--- config.mk ---
export PLATFORM = sky130hd
export DESIGN_NAME = flash_rom_loader
export DESIGN_NICKNAME = d
export VERILOG_FILES = /design/src/rtl/flash_rom_loader_pkg.sv /design/src/rtl/flash_rom_loader.sv
export SDC_FILE = /design/constraint.sdc
export NUM_CORES = 1
export LEC_CHECK = 0
export ABC_AREA = 0
export CAP_MARGIN = 20
export CORE_ASPECT_RATIO = 0.5
export CORE_MARGIN = 4
export CORE_UTILIZATION = 25
export CTS_CLUSTER_DIAMETER = 60
export DETAILED_ROUTE_END_ITERATION = 12
export DONT_BUFFER_PORTS = 1
export PLACE_DENSITY = 0.39
export SLEW_MARGIN = 10
export SYNTH_ARGS = -nofsm -noshare
export SYNTH_HDL_FRONTEND = slang
export SYNTH_SLANG_ARGS = --single-unit
--- constraint.sdc ---
create_clock -name clk -period 1.7 [get_ports clk]
set_input_delay 0.425 -clock clk [delete_from_list [all_inputs] [get_ports clk]]
set_output_delay 0.425 -clock clk [all_outputs]
set_load 0.005 [all_outputs]
--- src/rtl/flash_rom_loader_pkg.sv ---
// Shared definitions for the flash-to-RAM image loader: FSM encoding, default
// handshake timing and the flash offsets of the VIC-20 ROM images.
package flash_rom_loader_pkg;

    typedef enum logic [2:0] {
        ST_IDLE,
        ST_WAIT_RDY,
        ST_REQ,
        ST_ACK,
        ST_XFER,
        ST_WRITE,
        ST_DONE
    } state_t;

    // The reader resynchronises cs through two flops, so the strobe must
    // stay high for at least two of our cycles.
    localparam int CS_HOLD_DEFAULT = 3;
    localparam int REQ_TO_DEFAULT  = 15;

    // One counter serves both the cs hold and the ack timeout.
    localparam int CNT_W = 4;

    localparam logic [23:0] KERNAL_FLASH_BASE = 24'h010000;
    localparam logic [23:0] BASIC_FLASH_BASE  = 24'h012000;
    localparam logic [23:0] CHAR_FLASH_BASE   = 24'h014000;
    localparam logic [23:0] CART_FLASH_BASE   = 24'h020000;

endpackage

--- src/rtl/flash_rom_loader.sv ---
// Copy engine: reads a byte range from SPI flash through the DSPI reader's
// cs/busy/dout handshake and writes each byte into on-chip RAM.
module flash_rom_loader
    import flash_rom_loader_pkg::*;
#(
    parameter int DST_W   = 16,
    parameter int LEN_W   = 16,
    parameter int CS_HOLD = CS_HOLD_DEFAULT,
    parameter int REQ_TO  = REQ_TO_DEFAULT
) (
    input  logic             clk,
    input  logic             resetn,
    input  logic             start,
    input  logic [23:0]      src_addr,
    input  logic [DST_W-1:0] dst_addr,
    input  logic [LEN_W-1:0] length,
    output logic             busy,
    output logic             done,
    output logic             error,
    input  logic             flash_ready,
    output logic [23:0]      flash_addr,
    output logic             flash_cs,
    input  logic             flash_busy,
    input  logic [7:0]       flash_dout,
    output logic [DST_W-1:0] ram_addr,
    output logic [7:0]       ram_data,
    output logic             ram_we
);

    localparam logic [CNT_W-1:0] CS_LAST = CNT_W'(CS_HOLD - 1);
    localparam logic [CNT_W-1:0] TO_LAST = CNT_W'(REQ_TO - 1);

    state_t             state_q, state_d;
    logic [CNT_W-1:0]   cnt_q;
    logic [23:0]        src_q;
    logic [DST_W-1:0]   dst_q;
    logic [LEN_W-1:0]   rem_q;
    logic               error_q;
    logic [DST_W-1:0]   ram_addr_q;
    logic [7:0]         ram_data_q;

    // NOTE: state_d is given a default before the case so no latch is inferred.
    always_comb begin
        state_d = state_q;
        unique case (state_q)
            ST_IDLE:     if (start) state_d = (length == '0) ? ST_DONE : ST_WAIT_RDY;
            ST_WAIT_RDY: if (flash_ready && !flash_busy) state_d = ST_REQ;
            ST_REQ:      if (cnt_q == CS_LAST) state_d = ST_ACK;
            // busy seen while cs is still high may be stale; only trust it here
            ST_ACK: begin
                if (flash_busy)            state_d = ST_XFER;
                else if (cnt_q == TO_LAST) state_d = ST_DONE;
            end
            ST_XFER:     if (!flash_busy) state_d = ST_WRITE;
            ST_WRITE:    state_d = (rem_q == LEN_W'(1)) ? ST_DONE : ST_REQ;
            ST_DONE:     state_d = ST_IDLE;
            default:     state_d = ST_IDLE;
        endcase
    end

    // NOTE: registered state uses non-blocking assignments so every flop
    // samples the pre-edge values of the others.
    always_ff @(posedge clk or negedge resetn) begin
        if (!resetn) begin
            state_q    <= ST_IDLE;
            cnt_q      <= '0;
            src_q      <= '0;
            dst_q      <= '0;
            rem_q      <= '0;
            error_q    <= 1'b0;
            ram_addr_q <= '0;
            ram_data_q <= '0;
        end else begin
            state_q <= state_d;
            // Counts from REQ entry through ACK; zero everywhere else.
            cnt_q   <= (state_q == ST_REQ || state_q == ST_ACK) ? cnt_q + CNT_W'(1) : '0;
            unique case (state_q)
                ST_IDLE: begin
                    if (start) begin
                        src_q   <= src_addr;
                        dst_q   <= dst_addr;
                        rem_q   <= length;
                        error_q <= 1'b0;
                    end
                end
                ST_ACK: begin
                    if (!flash_busy && cnt_q == TO_LAST) error_q <= 1'b1;
                end
                ST_XFER: begin
                    if (!flash_busy) begin
                        ram_data_q <= flash_dout;
                        ram_addr_q <= dst_q;
                    end
                end
                ST_WRITE: begin
                    src_q <= src_q + 24'd1;
                    dst_q <= dst_q + DST_W'(1);
                    rem_q <= rem_q - LEN_W'(1);
                end
                default: ;
            endcase
        end
    end

    assign busy       = (state_q != ST_IDLE) && (state_q != ST_DONE);
    assign done       = (state_q == ST_DONE);
    assign error      = error_q;
    assign flash_cs   = (state_q == ST_REQ);
    assign flash_addr = src_q;
    assign ram_we     = (state_q == ST_WRITE);
    assign ram_addr   = ram_addr_q;
    assign ram_data   = ram_data_q;

endmodule

==> out/metrics.csv, run 1 <==
metric;value;unit
netlist area before placement;0.00461;sq mm
average vias per placed instance;5.19;
layout cells sized above 1;36.9;%
effective utilization at floorplan;26.0;%
worst hold slack across all endpoints;-0.221;ns
global-route wire length before repair;24800;microns
critical path required time;1.96;ns
RSZ-0062 raised after global routing;true;
share of the cycle needed by the critical path after routing;106;%
post-synthesis cell type count;58;
main flop type after synthesis;dfrtp_1;
count of buffers from port buffering;0;
htree depth;3;
gp weighted congestion;0.782;
largest area contributor in the synthesized netlist;dfrtp_1;
GR Overflow Total;0;
commonest cells in the synthesized netlist;88 x dfrtp_1, 50 x nand2_1, 50 x nor2_1;
part of the Yosys area used for sequential elements;47.8;%
via total after detailed routing;4165;
core area;0.0177;sq mm
Synth Instances;475;
Routed wire per std cell;20.5;microns
fill count;1816;
top area cells in the synthesized netlist;dfrtp_1 48%, mux2_2 5.9%, nand2_1 4.1%;
count of endpoints failing setup in the final report;6;
met3 Track Usage GR;5.24;%
FF-to-FF path depth;4;
Worst Slack Setup Final;-0.110;ns
Die Y;104;microns
most instantiated library cell after synthesis;dfrtp_1;
Relative slew margins;70.2;%
violated checks;hold timing, setup timing;
most utilized layer in the global route result;met1;
launching element type of the critical path;flop;
largest fanout on the critical path;5;
number of enable flip-flop cells after synthesis;0;
Clock Root Buffer;clkbuf_16;
clock net sink count;88;
max-slew violation count;0;
GRT Resource Usage Total;15.3;%
number of DRC violations after detailed routing;0;
Placement Cell Area;0.00544;sq mm
overall die area;0.0208;sq mm
post-route minimum period;1.81;ns
Ports;122;
worst min-delay path category;primary input to async pin;
worst setup skew after layout;0.00612;ns
maximum clock insertion buffer count;2;
finished layout cell area;0.00626;sq mm
vias in the first global route;4139;
number of storage elements in the synthesis netlist;88;
width of the die;200;microns
nets;642;
number of maximum-capacitance violations;0;
result of the run;finished, violations left;
Final Power;11.2;mW
placement-stage worst setup slack;-0.184;ns
met2 track demand over resource;21.9;%
share of synthesized flip-flops with an asynchronous set or reset;100;%
clock tree from TritonCTS;built;
count of antenna-violating nets left after detailed routing;0;
number of hold violations in the final report;88;
maximum frequency from static timing analysis;552;MHz
total detailed-routing wirelength;16400;microns
Tightest Pin Transition;0.443;ns
Peak VDD IR;530;uV
GR Layer Usage met1;22.1;%
HPWL after detailed placement;11300;microns
floorplan row count;34;
type of the worst setup path;flop to flop;
growth of design area from synthesis to finish;35.9;%
leakage power of the design;2.60;nW
first-pass iteration count of the detailed router;4;
# diodes;0;
top-area cell type share of the netlist area;47.8;%
Critical Path End Type;flop;
total clock buffers created by CTS;9;
accumulated negative setup slack;-0.287;ns
Power Dens Cells;1790;mW/mm^2
signal arrival time at the worst endpoint;2.07;ns
maximum number of pins on one net before global-route repair;89;
initial antenna violation count;2;
Synthesized Nets;550;
insertion delay of the later-clocked pin in the worst-skew pair;0.34;ns
clk slew on worst S/H paths;0.06;ns
number of DRC markers in iteration 0;279;
Synth warnings;0;
mean instance size in the synthesized netlist;9.70;sq um
-- per-stage QoR --
step,hold WS [ns],std cells,util (%)
final,-0.221,803,35.3
after global routing,-0.248,803,35.3
after CTS,-0.244,788,33.3
after detailed placement,0.133,762,30.7
after global placement,0.133,762,30.7
after floorplan,0.129,475,-
-- metal layers --
layer | up-vias | share of wire, %
met4 | 4 | 0.96
met2 | 93 | 44
met1 | 2094 | 49
met3 | 15 | 6.3
met5 | - | 0.15
li1 | 1959 | -
-- where the power goes --
part / total (mW) / leakage, nW / internal, mW / switching [mW]
Clock: 1.80 / 0.121 / 0.964 / 0.834
Combinational: 5.45 / 1.41 / 2.70 / 2.76
Sequential: 3.94 / 1.07 / 3.08 / 0.854
Total: 11.2 / 2.60 / 6.74 / 4.45
-- logic make-up (layout without fill, tap and decap cells) --
kind of cell	Yosys count	count (layout)	synth area share, %
xor gates and xnor gates	5	5	0.951
adders and majority gates	6	6	1.63
AOI/OAI and AO/OA	114	114	17.1
and+or+nand+nor	197	199	22.2
DFF	88	88	47.8
muxes	27	27	6.52
buffers and inverters	38	130	3.80
-- layout by cell type, fill, tap and decap left out, types with 4 or more instances in the layout --
| cell | Yosys | final |
|---|---|---|
| o211ai_1 | 15 | 15 |
| o21ai_2 | 0 | 5 |
| o21ai_0 | 21 | 10 |
| nand3_1 | 32 | 29 |
| nor3_1 | 12 | 10 |
| a21oi_2 | 1 | 4 |
| inv_1 | 11 | 8 |
| nand2_2 | 0 | 4 |
| a211oi_1 | 13 | 13 |
| a311oi_1 | 7 | 7 |
| nand4_1 | 13 | 13 |
| dfrtp_1 | 88 | 86 |
| a31oi_1 | 6 | 5 |
| a21o_1 | 5 | 4 |
| nor4_1 | 8 | 6 |
| a21oi_1 | 18 | 14 |
| a22oi_2 | 0 | 4 |
| buf_4 | 3 | 85 |
| nor2_4 | 0 | 4 |
| nor4_4 | 2 | 4 |
| nor2_1 | 50 | 43 |
| and3_1 | 6 | 4 |
| ha_1 | 6 | 5 |
| o21ai_1 | 2 | 7 |
| buf_6 | 1 | 12 |
| buf_12 | 0 | 6 |
| nand2_1 | 50 | 45 |
| clkbuf_16 | 0 | 11 |
| mux2_2 | 24 | 24 |
-- sequential cells by signal, summed over array words and instances, names as in the netlist --
| signal | cells |
|---|---|
| state_q | 3 |
| rem_q | 16 |
| flash_addr | 24 |
| dst_q | 16 |
| cnt_q | 4 |
| ram_data | 8 |
| error | 1 |
| ram_addr | 16 |
-- cell type report --
type / count / area, sq um / area share (%)
flip-flops and latches: 88 / 2200 / 35.2
multi-input cells: 351 / 2530 / 40.4
clock buffers: 11 / 233 / 3.72
inverters: 11 / 43.8 / 0.700
clock inverters: 2 / 10.0 / 0.160
well taps: 234 / 293 / 4.68
repair buffers: 106 / 948 / 15.2
-- worst paths after layout --
path	to	slack (ns)	start
min in group clk	dst_q[7]	0.19	dst_addr[7]
worst max-delay path	state_q[2]	-0.11	state_q[1]
worst min register to register	dst_q[12]	0.52	dst_q[12]
worst max register to register	state_q[2]	-0.11	state_q[1]
worst min-delay path	error	-0.22	resetn
max in group asynchronous	dst_q[14]	1.78	resetn
-- critical path, cell delays in order, from the launching register on --
cell       delay (ns)
dfrtp_1          0.43
nand3b_2         0.30
or4b_1           0.56
o32ai_2          0.25
a2bb2oi_1        0.18
-- timing repair --
item,in CTS,in global routing
hold endpoints to repair,88,88
endpoints found under the setup margin,47,69
buffers inserted,11,12
cloned,2,3
gates resized for setup,34,61
pin swaps,11,28
Power figures use the tool's default switching activity.
==> inputs of run 2 (changes only) <==
--- a/config.mk
+++ b/config.mk
@@ -13,7 +13,7 @@
 export CTS_CLUSTER_DIAMETER = 60
 export DETAILED_ROUTE_END_ITERATION = 12
 export DONT_BUFFER_PORTS = 1
-export PLACE_DENSITY = 0.39
+export PLACE_DENSITY = 0.37
 export SLEW_MARGIN = 10
 export SYNTH_ARGS = -nofsm -noshare
 export SYNTH_HDL_FRONTEND = slang
==> constraint.sdc (replaced) <==
create_clock -name clk -period 2.3 [get_ports clk]
set_input_delay 0.575 -clock clk [delete_from_list [all_inputs] [get_ports clk]]
set_output_delay 0.575 -clock clk [all_outputs]
set_load 0.005 [all_outputs]
==> run 2 against run 1 <==
Compared with the run above:
- the run ends with hold timing left
- global-route usage fell by 1.2 points
- routed wire length is 13% lower
- die area did not move
- largest power group is now registers
- register-to-register slack better by 0.38 ns
- flip-flop and latch count stayed put
- combinational power down 56%
- core utilization down 5.5 points
==> out/metrics.csv, run 2 (synthesis gave the netlist of run 1 again) <==
metric;value;unit;change
result of the run;finished, violations left;;
violated checks;hold timing;;
Power Dens Cells;1340;mW/mm^2;-25%
finished layout cell area;0.00528;sq mm;-16%
insertion delay of the later-clocked pin in the worst-skew pair;0.35;ns;about the same
Die Y;104;microns;unchanged
setup repair bufs after CTS;0;;-11
gp weighted congestion;0.739;;-5.5%
maximum clock insertion buffer count;2;;unchanged
number of flip-flops in the largest register;24;;unchanged
Relative slew margins;60.7;%;-9.5 points
number of hold violations in the final report;88;;unchanged
launching element type of the critical path;flop;;
width of the die;200;microns;unchanged
worst hold slack across all endpoints;-0.0778;ns;+0.144 ns
overall die area;0.0208;sq mm;unchanged
CP Depth;3;;-1
first-pass iteration count of the detailed router;4;;unchanged
HPWL after detailed placement;10300;microns;-9.4%
RSZ-0062 raised after global routing;false;;
clock net sink count;88;;unchanged
Routed wire per std cell;19.9;microns;-2.8%
critical path's largest stage delay;0.47;ns;-0.09 ns
layout cells sized above 1;15.1;%;-22 points
FF-to-FF End;flash_addr[3];;
Final Power;7.07;mW;-37%
largest fanout on the critical path;22;;+17
number of DRC violations after detailed routing;0;;unchanged
leakage power of the design;2.11;nW;-19%
signal arrival time at the worst endpoint;1.55;ns;-0.52 ns
CP Buf/Inv Count;2;;+2
total clock buffers created by CTS;9;;unchanged
maximum number of pins on one net before global-route repair;89;;unchanged
floorplan row count;34;;unchanged
htree depth;3;;unchanged
share of the cycle needed by the critical path after routing;92.6;%;
nets;552;;-14%
global-route wire length before repair;23000;microns;-7.2%
maximum frequency from static timing analysis;470;MHz;
kind of cell adding the most delay to the critical path;flip-flops;;
FF-to-FF path depth;5;;+1
Setup crit end;ram_we;;
launch point of the critical path;state_q[2];;
type of the worst setup path;flop to output pin;;
effective utilization at floorplan;26.0;%;unchanged
worst min-delay path category;primary input to async pin;;
max-slew violation count;0;;unchanged
core area;0.0177;sq mm;unchanged
# diodes;0;;unchanged
amount of wire on met2 after detailed routing;6190;microns;-14%
Ports;122;;unchanged
Placement Cell Area;0.00497;sq mm;-8.6%
number of DRC markers in iteration 0;165;;-41%
clk slew on worst S/H paths;0.07;ns;about the same
count of endpoints failing setup in the final report;0;;-6
Clock Root Buffer;clkbuf_16;;
placement-stage worst setup slack;0.247;ns;+0.431 ns
detailed-route wire length on metal 1;7070;microns;-12%
post-route minimum period;2.13;ns;
Peak VDD IR;445;uV;-16%
initial antenna violation count;0;;-2
met3 wire length;879;microns;-15%
Critical Path End Type;output pin;;
most frequent standard cell in the layout excluding fill and tap cells;dfrtp_1;;
Tightest Pin Transition;0.589;ns;+0.146 ns
number of maximum-capacitance violations;0;;unchanged
via total after detailed routing;3642;;-13%
growth of design area from synthesis to finish;14.5;%;
count of antenna-violating nets left after detailed routing;0;;unchanged
worst-path cell chain;nand3b_4 -> inv_1 -> buf_12;;
count of buffers from port buffering;0;;unchanged
minimum setup slack among reg-to-reg paths;0.27;ns;+0.38 ns
worst setup skew after layout;0.00904;ns;+0.00292 ns
source of the worst register-to-register timing path;state_q[2];;
total detailed-routing wirelength;14200;microns;-13%
clock tree from TritonCTS;built;;
critical path required time;1.73;ns;-0.23 ns
GRT Resource Usage Total;14.1;%;-1.2 points
average vias per placed instance;5.09;;-1.9%
GR Overflow Total;0;;unchanged
cell with the largest stage delay on the worst path;dfrtp_1;;
Worst Slack Setup Final;0.170;ns;+0.280 ns
commonest cells after routing, fill and taps aside;88 x dfrtp_1, 50 x nor2_1, 50 x nand2_1;;
accumulated negative setup slack;0;ns;+0.287 ns
uppermost signal routing layer after detailed routing;met4;;
vias in the first global route;3679;;-11%
run 2: worst min path at each step:
stage / from / end / slack [ns] / cells past startpoint
floorplan: resetn / cnt_q[0] / 0.28 / 0
global placement: resetn / cnt_q[2] / 0.28 / 0
detailed placement: resetn / cnt_q[2] / 0.28 / 0
CTS: resetn / cnt_q[2] / -0.10 / 0
global route: resetn / ram_addr[11] / -0.11 / 0
finish: resetn / ram_data[2] / -0.08 / 0
run 2: power by group:
part,internal [mW],switching (mW),leakage [nW]
Clock,0.877,0.677,0.145
Combinational,1.08,1.30,0.888
Sequential,2.27,0.862,1.07
Total,4.23,2.84,2.11
run 2: timing repair:
action	CTS	global route
hold endpoints to repair	88	88
gates resized for setup	0	0
endpoints found under the setup margin	0	0
run 2: per-stage QoR:
| step | cells | hold WS [ns] | utilization [%] |
|---|---|---|---|
| floorplan | 475 | 0.279 | - |
| global placement | 700 | 0.283 | 28.0 |
| detailed placement | 700 | 0.283 | 28.0 |
| CTS | 716 | -0.101 | 29.7 |
| global route | 716 | -0.107 | 29.7 |
| finish | 716 | -0.0778 | 29.7 |
run 2: area by class of cell:
cell class                 count  area (sq um)
clock buffer                  10           239
clock inverter                 6          67.6
timing repair buffer          18           198
sequential                    88          2200
multi-input combinational    349          2240
inverter                      11          41.3
fill                        1834         12500
tap                          234           293
run 2: worst register-to-register path: stages (launching register included):
cell and delay [ns]:
dfrtp_1 0.46, buf_4 0.20, or3b_4 0.40, a21o_1 0.40, a211o_1 0.36, a21oi_1 0.13
run 2: routing by layer:
metal  vias up  track usage, %
met3         7            4.79
li1       1778               -
met2        71            20.0
met4         0            2.47
met1      1786            20.9
met5         -               0
==> inputs of run 3 (changes only) <==
--- a/config.mk
+++ b/config.mk
@@ -10,6 +10,7 @@
 export CORE_ASPECT_RATIO = 0.5
 export CORE_MARGIN = 4
 export CORE_UTILIZATION = 25
+export CTS_BUF_LIST = sky130_fd_sc_hd__clkbuf_2 sky130_fd_sc_hd__clkbuf_4 sky130_fd_sc_hd__clkbuf_8
 export CTS_CLUSTER_DIAMETER = 60
 export DETAILED_ROUTE_END_ITERATION = 12
 export DONT_BUFFER_PORTS = 1
==> run 3 against run 2 <==
Compared with the run above:
- the flow still finishes with violations (hold timing)
- sequential share of layout area up 0.82 points
- hold slack worse by 0.043 ns
- final area down 1.9%
- combinational power about the same
- flip-flop and latch count unchanged
- global-route usage up 0.088 points
- die area unchanged
- cell count unchanged
- register-to-register slack about the same
- first-iteration DRC count down 4.8%
- clock power down 24%
- sequential power about the same
- largest cell class unchanged
==> out/metrics.csv, run 3 (synthesis gave the netlist of run 1 again) <==
metric;value;unit;change
worst min-delay path category;primary input to async pin;;
cell with the largest stage delay on the worst path;dfrtp_1;;
count of endpoints failing setup in the final report;0;;unchanged
GR Overflow Total;0;;unchanged
fill count;1847;;+0.71%
insertion delay of the later-clocked pin in the worst-skew pair;0.38;ns;+0.03 ns
part of the power in combinational logic;35.6;%;+1.9 points
nets;552;;unchanged
total clock buffers created by CTS;9;;unchanged
Die Y;104;microns;unchanged
result of the run;finished, violations left;;
net switching fraction of the power;41.9;%;+1.8 points
final standard cell utilization of the core;29.2;%;-0.57 points
sequential power share;46.8;%;+2.4 points
Tightest Pin Transition;0.593;ns;+0.00399 ns
Routed wire per std cell;19.9;microns;+0.26%
post-cts resize count;0;;unchanged
gp weighted congestion;0.739;;unchanged
maximum number of pins on one net before global-route repair;89;;unchanged
Ports;122;;unchanged
HPWL after detailed placement;10300;microns;unchanged
number of DRC violations after detailed routing;0;;unchanged
number of maximum-capacitance violations;0;;unchanged
Peak VDD IR;350;uV;-21%
worst-path cell chain;nand3b_4 -> inv_1 -> buf_12;;
RSZ-0062 raised after global routing;false;;
layout cells sized above 1;15.1;%;unchanged
largest fanout on the critical path;22;;unchanged
effective utilization at floorplan;26.0;%;unchanged
growth of design area from synthesis to finish;12.3;%;
Critical Path End Type;output pin;;
global-route wire length before repair;23000;microns;about the same
signal arrival time at the worst endpoint;1.60;ns;+0.05 ns
initial antenna violation count;0;;unchanged
core area;0.0177;sq mm;unchanged
count of buffers from port buffering;0;;unchanged
number of DRC markers in iteration 0;157;;-4.8%
Relative slew margins;60.5;%;-0.27 points
maximum clock insertion buffer count;2;;unchanged
overall die area;0.0208;sq mm;unchanged
share of the cycle needed by the critical path after routing;94.5;%;+1.9 points
worst setup skew after layout;0.0121;ns;+0.00306 ns
clock share of power;17.6;%;-4.4 points
max-slew violation count;0;;unchanged
accumulated negative setup slack;0;ns;unchanged
most frequent standard cell in the layout excluding fill and tap cells;dfrtp_1;;
clock net sink count;88;;unchanged
Power Dens Cells;1290;mW/mm^2;-3.5%
kind of cell adding the most delay to the critical path;flip-flops;;
floorplan row count;34;;unchanged
total detailed-routing wirelength;14300;microns;+0.26%
critical path required time;1.73;ns;about the same
via total after detailed routing;3641;;-0.027%
maximum frequency from static timing analysis;460;MHz;-2.0%
width of the die;200;microns;unchanged
post-route minimum period;2.17;ns;+0.0436 ns
setup repair bufs after CTS;0;;unchanged
number of flip-flops in the largest register;24;;unchanged
Clock Root Buffer;clkbuf_8;;
clock tree from TritonCTS;built;;
critical path's largest stage delay;0.48;ns;about the same
clk slew on worst S/H paths;0.10;ns;+0.03 ns
# diodes;0;;unchanged
switching power total;2.81;mW;-1.2%
launching element type of the critical path;flop;;
vias in the first global route;3669;;-0.27%
first-pass iteration count of the detailed router;4;;unchanged
internal power;3.89;mW;-8.2%
average vias per placed instance;5.09;;about the same
CP Buf/Inv Count;2;;unchanged
htree depth;3;;unchanged
number of hold violations in the final report;88;;unchanged
commonest cells after routing, fill and taps aside;88 x dfrtp_1, 50 x nor2_1, 50 x nand2_1;;
worst hold slack across all endpoints;-0.121;ns;-0.0430 ns
minimum setup slack among reg-to-reg paths;0.27;ns;about the same
leakage power of the design;2.06;nW;-2.2%
count of antenna-violating nets left after detailed routing;0;;unchanged
type of the worst setup path;flop to output pin;;
violated checks;hold timing;;
GRT Resource Usage Total;14.2;%;+0.088 points
==> run 3: final cells by class <==
class | count | area, sq um | area share (%)
sequential | 88 | 2200 | 42.6
multi-input combinational | 349 | 2240 | 43.2
tap | 234 | 293 | 5.66
inverter | 11 | 41.3 | 0.798
clock inverter | 6 | 67.6 | 1.31
clock buffer | 10 | 138 | 2.66
timing repair buffer | 18 | 198 | 3.82
==> run 3: stage by stage <==
stage / area [sq um] / total power [mW] / hold WS [ns] / setup WS [ns] / instances
2_1_floorplan: 4610 / 4.73 / 0.279 / 0.534 / 475
3_3_place_gp: 4970 / 5.59 / 0.283 / 0.271 / 700
3_5_place_dp: 4970 / 5.59 / 0.283 / 0.247 / 700
4_1_cts: 5170 / 6.81 / -0.154 / 0.0586 / 716
5_1_grt: 5170 / 7.32 / -0.168 / 0.00604 / 716
6_report: 5170 / 6.69 / -0.121 / 0.126 / 716
==> run 3: power by group through the flow <==
stage                     logic, mW  registers [mW]  clock network, mW
after floorplan                1.86            2.87                  0
after global placement         2.41            3.18                  0
after detailed placement       2.42            3.17                  0
after CTS                      2.43            3.14               1.24
after global routing           2.74            3.27               1.31
final                          2.38            3.13               1.18
==> run 3: routing by layer <==
| layer | wire length [microns] | share of wire, % | vias up | GRT usage, % |
|---|---|---|---|---|
| met2 | 6170 | 43 | 84 | 20.0 |
| met3 | 960 | 6.7 | 8 | 4.98 |
| met5 | 0 | 0 | - | 0 |
| met4 | 115 | 0.81 | 0 | 2.91 |
| li1 | - | - | 1775 | - |
| met1 | 7030 | 49 | 1774 | 20.9 |
==> run 3: final timing paths <==
check                      cells past startpoint          from             end
max                                            3    state_q[0]          ram_we
min                                            0        resetn     ram_data[2]
max reg2reg                                    5    state_q[2]   flash_addr[3]
min reg2reg                                    1      cnt_q[0]        cnt_q[0]
max in group asynchronous                      0        resetn  flash_addr[17]
min in group clk                               1  src_addr[13]  flash_addr[13]
